<file path="src/rtl/inst_rom_arbiter_if.sv">
// Client-side request/response channels of the two-port instruction ROM arbiter.
// slave is the arbiter side, master is the client side.
interface inst_rom_arbiter_if #(
    parameter int ADDR_W = 32,
    parameter int DATA_W = 32
);
    logic              p0_req_valid;
    logic [ADDR_W-1:0] p0_req_addr;
    logic              p0_req_ready;
    logic              p0_rsp_valid;
    logic              p0_rsp_ready;
    logic [DATA_W-1:0] p0_rsp_data;
    logic              p0_rsp_err;

    logic              p1_req_valid;
    logic [ADDR_W-1:0] p1_req_addr;
    logic              p1_req_ready;
    logic              p1_rsp_valid;
    logic              p1_rsp_ready;
    logic [DATA_W-1:0] p1_rsp_data;
    logic              p1_rsp_err;

    modport slave (
        input  p0_req_valid, p0_req_addr, p0_rsp_ready,
        input  p1_req_valid, p1_req_addr, p1_rsp_ready,
        output p0_req_ready, p0_rsp_valid, p0_rsp_data, p0_rsp_err,
        output p1_req_ready, p1_rsp_valid, p1_rsp_data, p1_rsp_err
    );

    modport master (
        output p0_req_valid, p0_req_addr, p0_rsp_ready,
        output p1_req_valid, p1_req_addr, p1_rsp_ready,
        input  p0_req_ready, p0_rsp_valid, p0_rsp_data, p0_rsp_err,
        input  p1_req_ready, p1_rsp_valid, p1_rsp_data, p1_rsp_err
    );
endinterface

</file>
<file path="src/rtl/inst_rom_arbiter.sv">
// Two-port arbiter for the instruction ROM read port: IF stage (port 0) has
// priority, the debug reader (port 1) is forced through after MAX_WAIT losses.
module inst_rom_arbiter #(
    parameter int ADDR_W   = 32,
    parameter int DATA_W   = 32,
    parameter int MAX_WAIT = 4
) (
    input  logic              clk,
    input  logic              rst_n,
    inst_rom_arbiter_if.slave bus,
    output logic              rom_re,
    output logic [ADDR_W-1:0] rom_addr,
    input  logic [DATA_W-1:0] rom_inst
);
    typedef enum logic [1:0] {
        IDLE   = 2'b00,
        BUSY0  = 2'b01,
        BUSY1  = 2'b10,
        BUSY01 = 2'b11
    } state_e;

    state_e            state_q, state_d;
    logic [3:0]        wait_q, wait_d;
    logic [DATA_W-1:0] data0_q, data0_d, data1_q, data1_d;
    logic              err0_q, err0_d, err1_q, err1_d;

    logic              held0, held1, elig0, elig1, gnt0, gnt1;
    logic              keep0, keep1, mis;
    logic [ADDR_W-1:0] gaddr;

    assign held0 = (state_q == BUSY0) || (state_q == BUSY01);
    assign held1 = (state_q == BUSY1) || (state_q == BUSY01);

    // Gating with rst_n keeps ready/rom_re low for the whole reset window.
    assign elig0 = rst_n && bus.p0_req_valid && (!held0 || bus.p0_rsp_ready);
    assign elig1 = rst_n && bus.p1_req_valid && (!held1 || bus.p1_rsp_ready);
    assign gnt1  = elig1 && (!elig0 || (wait_q == 4'(MAX_WAIT)));
    assign gnt0  = elig0 && !gnt1;

    assign gaddr = gnt1 ? bus.p1_req_addr : bus.p0_req_addr;
    assign mis   = (gaddr[1:0] != 2'b00);

    assign rom_re   = gnt0 || gnt1;
    assign rom_addr = rom_re ? gaddr : '0;

    assign bus.p0_req_ready = gnt0;
    assign bus.p1_req_ready = gnt1;
    assign bus.p0_rsp_valid = held0;
    assign bus.p1_rsp_valid = held1;
    assign bus.p0_rsp_data  = data0_q;
    assign bus.p1_rsp_data  = data1_q;
    assign bus.p0_rsp_err   = err0_q;
    assign bus.p1_rsp_err   = err1_q;

    always_comb begin
        keep0   = gnt0 || (held0 && !bus.p0_rsp_ready);
        keep1   = gnt1 || (held1 && !bus.p1_rsp_ready);
        state_d = state_q;
        unique case ({keep1, keep0})
            2'b00: state_d = IDLE;
            2'b01: state_d = BUSY0;
            2'b10: state_d = BUSY1;
            2'b11: state_d = BUSY01;
            default: state_d = IDLE;
        endcase

        data0_d = data0_q;
        err0_d  = err0_q;
        data1_d = data1_q;
        err1_d  = err1_q;
        if (gnt0) begin
            data0_d = mis ? '0 : rom_inst;
            err0_d  = mis;
        end
        if (gnt1) begin
            data1_d = mis ? '0 : rom_inst;
            err1_d  = mis;
        end

        wait_d = wait_q;
        if (gnt1 || !bus.p1_req_valid) begin
            wait_d = '0;
        end else if (elig1 && gnt0 && (wait_q < 4'(MAX_WAIT))) begin
            wait_d = wait_q + 4'd1;
        end
    end

    always_ff @(posedge clk or negedge rst_n) begin
        if (!rst_n) begin
            state_q <= IDLE;
            wait_q  <= '0;
            data0_q <= '0;
            data1_q <= '0;
            err0_q  <= 1'b0;
            err1_q  <= 1'b0;
        end else begin
            state_q <= state_d;
            wait_q  <= wait_d;
            data0_q <= data0_d;
            data1_q <= data1_d;
            err0_q  <= err0_d;
            err1_q  <= err1_d;
        end
    end
endmodule

</file>
<file path="src/flat_wrapper.sv">
// flat-port wrapper written by rule: the top's interface ports become plain ports
module inst_rom_arbiter_flat 
#(
    parameter int ADDR_W   = 32,
    parameter int DATA_W   = 32,
    parameter int MAX_WAIT = 4
)
  (clk, rst_n, rom_re, rom_addr, rom_inst, bus_p0_req_valid, bus_p0_req_addr, bus_p0_rsp_ready, bus_p1_req_valid, bus_p1_req_addr, bus_p1_rsp_ready, bus_p0_req_ready, bus_p0_rsp_valid, bus_p0_rsp_data, bus_p0_rsp_err, bus_p1_req_ready, bus_p1_rsp_valid, bus_p1_rsp_data, bus_p1_rsp_err);
  inst_rom_arbiter_if #(.ADDR_W(ADDR_W), .DATA_W(DATA_W)) bus_i ();
  input  logic clk;
  input  logic rst_n;
  output logic rom_re;
  output logic [ADDR_W-1:0] rom_addr;
  input  logic [DATA_W-1:0] rom_inst;
  input wire logic [$bits(bus_i.p0_req_valid)-1:0] bus_p0_req_valid;
  input wire logic [$bits(bus_i.p0_req_addr)-1:0] bus_p0_req_addr;
  input wire logic [$bits(bus_i.p0_rsp_ready)-1:0] bus_p0_rsp_ready;
  input wire logic [$bits(bus_i.p1_req_valid)-1:0] bus_p1_req_valid;
  input wire logic [$bits(bus_i.p1_req_addr)-1:0] bus_p1_req_addr;
  input wire logic [$bits(bus_i.p1_rsp_ready)-1:0] bus_p1_rsp_ready;
  output wire logic [$bits(bus_i.p0_req_ready)-1:0] bus_p0_req_ready;
  output wire logic [$bits(bus_i.p0_rsp_valid)-1:0] bus_p0_rsp_valid;
  output wire logic [$bits(bus_i.p0_rsp_data)-1:0] bus_p0_rsp_data;
  output wire logic [$bits(bus_i.p0_rsp_err)-1:0] bus_p0_rsp_err;
  output wire logic [$bits(bus_i.p1_req_ready)-1:0] bus_p1_req_ready;
  output wire logic [$bits(bus_i.p1_rsp_valid)-1:0] bus_p1_rsp_valid;
  output wire logic [$bits(bus_i.p1_rsp_data)-1:0] bus_p1_rsp_data;
  output wire logic [$bits(bus_i.p1_rsp_err)-1:0] bus_p1_rsp_err;
  assign bus_i.p0_req_valid = bus_p0_req_valid;
  assign bus_i.p0_req_addr = bus_p0_req_addr;
  assign bus_i.p0_rsp_ready = bus_p0_rsp_ready;
  assign bus_i.p1_req_valid = bus_p1_req_valid;
  assign bus_i.p1_req_addr = bus_p1_req_addr;
  assign bus_i.p1_rsp_ready = bus_p1_rsp_ready;
  assign bus_p0_req_ready = bus_i.p0_req_ready;
  assign bus_p0_rsp_valid = bus_i.p0_rsp_valid;
  assign bus_p0_rsp_data = bus_i.p0_rsp_data;
  assign bus_p0_rsp_err = bus_i.p0_rsp_err;
  assign bus_p1_req_ready = bus_i.p1_req_ready;
  assign bus_p1_rsp_valid = bus_i.p1_rsp_valid;
  assign bus_p1_rsp_data = bus_i.p1_rsp_data;
  assign bus_p1_rsp_err = bus_i.p1_rsp_err;
  inst_rom_arbiter #(.ADDR_W(ADDR_W), .DATA_W(DATA_W), .MAX_WAIT(MAX_WAIT)) u_core (.clk(clk), .rst_n(rst_n), .bus(bus_i), .rom_re(rom_re), .rom_addr(rom_addr), .rom_inst(rom_inst));
endmodule
</file>
<file path="config.mk">
export PLATFORM = sky130hd
export DESIGN_NAME = inst_rom_arbiter_flat
export DESIGN_NICKNAME = d
export VERILOG_FILES = /design/src/rtl/inst_rom_arbiter_if.sv /design/src/rtl/inst_rom_arbiter.sv /design/src/flat_wrapper.sv
export SDC_FILE = /design/constraint.sdc
export NUM_CORES = 1
export LEC_CHECK = 0
export BUFFER_PORTS_ARGS = -buffer_cell sky130_fd_sc_hd__buf_2
export CAP_MARGIN = 20
export CORE_MARGIN = 1
export CORE_UTILIZATION = 43
export DETAILED_ROUTE_END_ITERATION = 16
export GPL_ROUTABILITY_DRIVEN = 0
export PLACE_DENSITY = 0.81
export SYNTH_ARGS = -nofsm -noshare
export SYNTH_HDL_FRONTEND = slang
export SYNTH_SLANG_ARGS = --single-unit
</file>
<file path="constraint.sdc">
create_clock -name clk -period 1.92 [get_ports clk]
set_input_delay 0 -clock clk [delete_from_list [all_inputs] [get_ports clk]]
set_output_delay 0 -clock clk [all_outputs]
set_load 0.05 [all_outputs]
</file>
### After elaboration in Yosys (flattened, before gate mapping)

Index checks and enable logic that the tools add are counted.

| operators by class | value |
|---|---|
| $add $sub $neg | 1 |
| magnitude comparators | 1 |
| equality and inequality tests | 7 |
| multiplexer cells | 6 |
| reduce and logical (&&, ||, !) cells | 29 |

Operators with widths:

| kind | number |
|---|---|
| $mux 32 | 3 |
| $logic_and 1x1->1 | 10 |
| $logic_or 1x1->1 | 9 |
| $eq 2x2->1 const B | 4 |
| $mux 4 | 2 |
| $pmux 2 s4 | 1 |
| $logic_not 1->1 | 7 |
| $add 4x1->4 const B | 1 |
| $eq 2x1->1 const B | 2 |
| $eq 4x3->1 const B | 1 |
| $lt 4x3->1 const B | 1 |
| $reduce_bool 2->1 | 2 |
| $logic_not 2->1 | 1 |

| word-level totals | value |
|---|---|
| bits in registers | 72 |
| bits of input ports | 102 |
| output and inout bits | 103 |
| word-level logic and storage cells | 50 |

### Logic depth before layout (Yosys ltp)

| logic depth | value |
|---|---|
| word-level depth | 14 |
| gate-level depth with buffers | 9 |
| mapped depth without buffers | 7 |

### Worst setup path before layout

No wires, ideal clock.

| path | value |
|---|---|
| kind | register to output |
| start | register u_core.wait_q[0] |
| end | output port rom_addr[0] |
| arrival | 2.161 ns |
| required time | 1.920 ns |
| path slack | -0.241 ns |
| stages on the path, launching flop included | 10 |
| path buffers | 2 |
| path through | dfrtp_1 inv_1 ha_1 and3b_2 o311ai_4 inv_2 buf_2 buf_2 nand2_1 a21oi_1 |

| between the ends | value |
|---|---|
| word-level cells in the longest chain between the ends | 7 |
| elaborated cells between the ends (all ways) | 8 |
| those cells by class | eq/ne (1); mux (2); reduce/logical (5) |

Ends and longest elaborated chain:

| what | line | RTL |
|---|---|---|
| start: declaration | inst_rom_arbiter.sv:23 | `logic [3:0] wait_q, wait_d;` |
| start signal: assignment | inst_rom_arbiter.sv:98 | `wait_q <= wait_d;` |
| $eq 4x3->1 (*) | inst_rom_arbiter.sv:37 | `assign gnt1 = elig1 && (!elig0 \|\| (wait_q == 4'(MAX_WAIT)));` |
| $logic_or 1x1->1 (*) | inst_rom_arbiter.sv:37 |  |
| $logic_and 1x1->1 (*) | inst_rom_arbiter.sv:37 |  |
| $logic_not 1->1 | inst_rom_arbiter.sv:38 | `assign gnt0 = elig0 && !gnt1;` |
| $logic_and 1x1->1 | inst_rom_arbiter.sv:38 |  |
| $logic_or 1x1->1 | inst_rom_arbiter.sv:43 | `assign rom_re = gnt0 \|\| gnt1;` |
| $mux 32 (*) | inst_rom_arbiter.sv:44 | `assign rom_addr = rom_re ? gaddr : '0;` |
| end: declaration | flat_wrapper.sv:13 | `output logic [ADDR_W-1:0] rom_addr;` |

Mark *: on every way between the ends. The rest lies on a longest branch, timed or not.

### Worst setup path after layout

| path | value |
|---|---|
| start | register u_core.wait_q[1] |
| end | output port rom_addr[13] |

Same word-level chain as after synthesis.

==> results.md <==
- FF/Latch Area: 1800 sq um
- Overflow after GRT: 0
- I/O pin cnt: 205
- Number of global-route vias before repair: 3348
- DRT Wirelength: 11600 um
- Htree depth: 3
- Post-route ant nets: 0
- Reg2Reg Setup Slack: 0.04 ns
- Yosys warning count: 0
- Asr flop ratio synth: 1.00
- Final slew viol count: 0
- Clk root buf: clkbuf_8
- CTS Buf Count: 9
- Crit-path cells: inv_2 -> ha_2 -> and3b_2 -> o311ai_4 -> inv_2 -> clkbuf_16 -> a22o_1 -> buf_6
- Post-synth EDFFs: 0
- Fraction of layout instances using a drive strength above 1: 0.511
- RR Startpoint: u_core.wait_q[1]
- Area growth syn-to-layout: 69.7%
- Fmax: 461 MHz
- DRC: 0
- Worst-path clk slew: 0.07 ns
- Gate Count Post-Synth: 301
- Slowest stage cell, crit path: dfrtp_1
- Fin crit share: 1.13
- Chip height: 88.4 um
- Filler cell count in the final layout: 490
- Register-to-Register Path Depth: 9
- Yosys top cell by area: dfrtp_1
- Footprint of the multi-input gates: 1280 sq um
- Via-to-Cell Ratio: 5.20
- Post-Syn Area per Cell: 10.7 sq um
- Synthesis-stage register bit count: 72
- Status: complete, but fails checks
- Cell family with most CP delay: buffers and inverters
- Worst Tran Pin Value: 0.861 ns
- Die width: 88.4 um
- Cell mode on critical path: inv_2
- Min-Delay Path Class: primary input to asynchronous set/reset pin
- Post-Syn Area: 3210 sq um
- Slew HR: 0.426
- Synth cell types: 29
- Starting Density: 0.443
- Crit path kind: register to output pin
- Setup Slack @ Placement: 0.0255 ns
- Required time of the critical path: 1.92 ns
- Worst r2r dst: u_core.bus.p1_rsp_data[13]
- Sequential share of the synthesized area: 0.561
- Pin count of the biggest net entering global routing: 69
- Crit. End Element: output pin
- Initial antenna violation count: 0
- CP Data Arrival Time: 2.17 ns
- Startpoint class of the critical path: register
- WP buf/inv: 4
- Failing checks: negative hold slack, negative setup slack
- Maximum root-to-sink buffer count: 2
- Port buffer count: 204
- Final setup fails: 33
- RSZ-0062 raised after global routing: true
- Cell area power density: 879 nW/um^2
- Final Hold Fails: 4
- Non-filler cells in the finished layout: 659
- Area share of the largest cell type after synthesis: 0.561
- CTS tree: yes
- Routed via count: 3425
- Crit Path Max Fanout: 20
- Final Critical Period: 2.17 ns
- Synth Flop Type: dfrtp_1
- Inst Count DP: 588
- CTS sink cnt: 72
- Core Box Area: 7250 sq um
- Leak: 3.04 nW
- Antenna diode count: 0
- Worst-skew pair later-pin latency: 0.35 ns
- First-pass GRT wire length: 16500 um
- Worst clock skew: 0.0150 ns
- Die Area: 7820 sq um
- Max VDD drop: 0.000437 V
- Max stage delay on crit path: 0.38 ns
- Routed WL per cell: 17.5 um
- Final nets: 659
- Cts hold-fix bufs: 35
- Top cells by area, synth: dfrtp_1 (56%), a22o_1 (16%), nand2_1 (8.5%)
- GR Util All Layers: 0.289
- Detailed-placement wirelength estimate: 7390 um
- Fin Hold WS: -0.511 ns
- Row Count: 31
- Number of DRC markers in iteration 0: 192
- Number of iterations in the first detailed-routing pass: 4
- Synthesized Nets: 405
- Final WS setup: -0.248 ns
- Max cap viols: 0
cells in the mapped netlist, types with 2 or more instances:
master,number
dfrtp_1,72
a22o_2,3
ha_1,2
nand2_1,73
nor2_1,5
inv_1,5
a31o_2,2
a22o_1,58
and2_4,2
buf_2,12
nand3_1,33
buf_4,3
clkbuf_1,6
buf_1,2
nand4_1,2
a21oi_1,5
buf_6,4
per-stage QoR:
stage           util  power (W)  TNS [ns]  hold slack (ns)  cell area [sq um]
2_1_floorplan      -    0.00270         0           -0.296               3230
3_3_place_gp   0.600    0.00310         0           -0.158               4350
3_5_place_dp   0.600    0.00313         0           -0.153               4350
4_1_cts        0.738    0.00478     -6.36           -0.525               5350
5_1_grt        0.752    0.00499     -9.82           -0.522               5450
6_report       0.752    0.00479     -7.48           -0.511               5450
placed cells by master (no fill, tap or decap), types with 2 or more instances in the layout:
cell,instances
buf_2,170
dfrtp_1,72
nand2_1,71
a22o_1,49
buf_6,38
dlygate4sd3_1,35
nand3_1,33
buf_4,17
a22o_2,12
clkbuf_8,10
buf_12,7
inv_2,4
nor2_1,4
a21oi_2,4
bufinv_16,3
and2_4,2
inv_1,2
nand2_2,2
nand4_1,2
clkbuf_16,2
registers in the layout, indices dropped and copies added (netlist names):
register                count
u_core.bus.p1_rsp_err       1
u_core.state_q              2
u_core.bus.p1_rsp_data     32
u_core.bus.p0_rsp_data     32
u_core.bus.p0_rsp_err       1
u_core.wait_q               4
worst register-to-register path, delay by kind of cell (launching register included):
kind | cells | cell delay (ns)
AOI/OAI and AO/OA | 1 | 0.25
adders and majority gates | 1 | 0.16
buffers and inverters | 4 | 0.56
DFF | 1 | 0.38
and+or+nand+nor | 3 | 0.43
cell type report:
type / instances / area share
clock buffer: 10 / 0.0252
clock inverter: 6 / 0.0211
inverter: 6 / 0.00413
multi-input combinational: 196 / 0.234
sequential: 72 / 0.331
tap: 99 / 0.0227
timing repair buffer: 270 / 0.362
per-layer routing:
metal  vias up  wire length [um]  part of all wire  track usage
met5         -                 0                 0            0
li1       1577                 -                 -            -
met2       165              6230              0.54        0.531
met1      1659              4360              0.38        0.313
met4         0               361             0.031        0.147
met3        24               609             0.053       0.0606
cells by family after synthesis:
family                   synth area share
AND/OR/NAND/NOR                     0.166
buffers and inverters              0.0561
AO/OA/AOI/OAI                       0.210
flip-flops                          0.561
adder cells (fa/ha/maj)           0.00779
power breakdown:
| group | switching, W | internal, W |
|---|---|---|
| Clock | 0.000582 | 0.000905 |
| Combinational | 0.00107 | 0.000508 |
| Sequential | 0.0000793 | 0.00165 |
| Total | 0.00173 | 0.00306 |
how the worst max path moves through the flow:
stage,start,endpoint,slack (ns),cells after the start
4_1_cts,u_core.wait_q[0],rom_addr[25],-0.22,8
5_1_grt,u_core.wait_q[0],rom_addr[24],-0.31,8
6_report,u_core.wait_q[1],rom_addr[13],-0.25,8
3_5_place_dp,u_core.wait_q[0],u_core.wait_q[0],0.03,8
3_3_place_gp,u_core.wait_q[0],rom_addr[1],0.12,8
2_1_floorplan,u_core.wait_q[0],rom_addr[0],0.02,9
repair_timing:
item                       in CTS  in global routing
gates cloned                    1                  2
pin swaps                       3                  1
setup endpoints to repair      35                 63
gates resized for setup        84                  7
buffers inserted               14                  6
hold endpoints to repair       74                  4
Note: power is estimated with default switching activity, not from simulation.
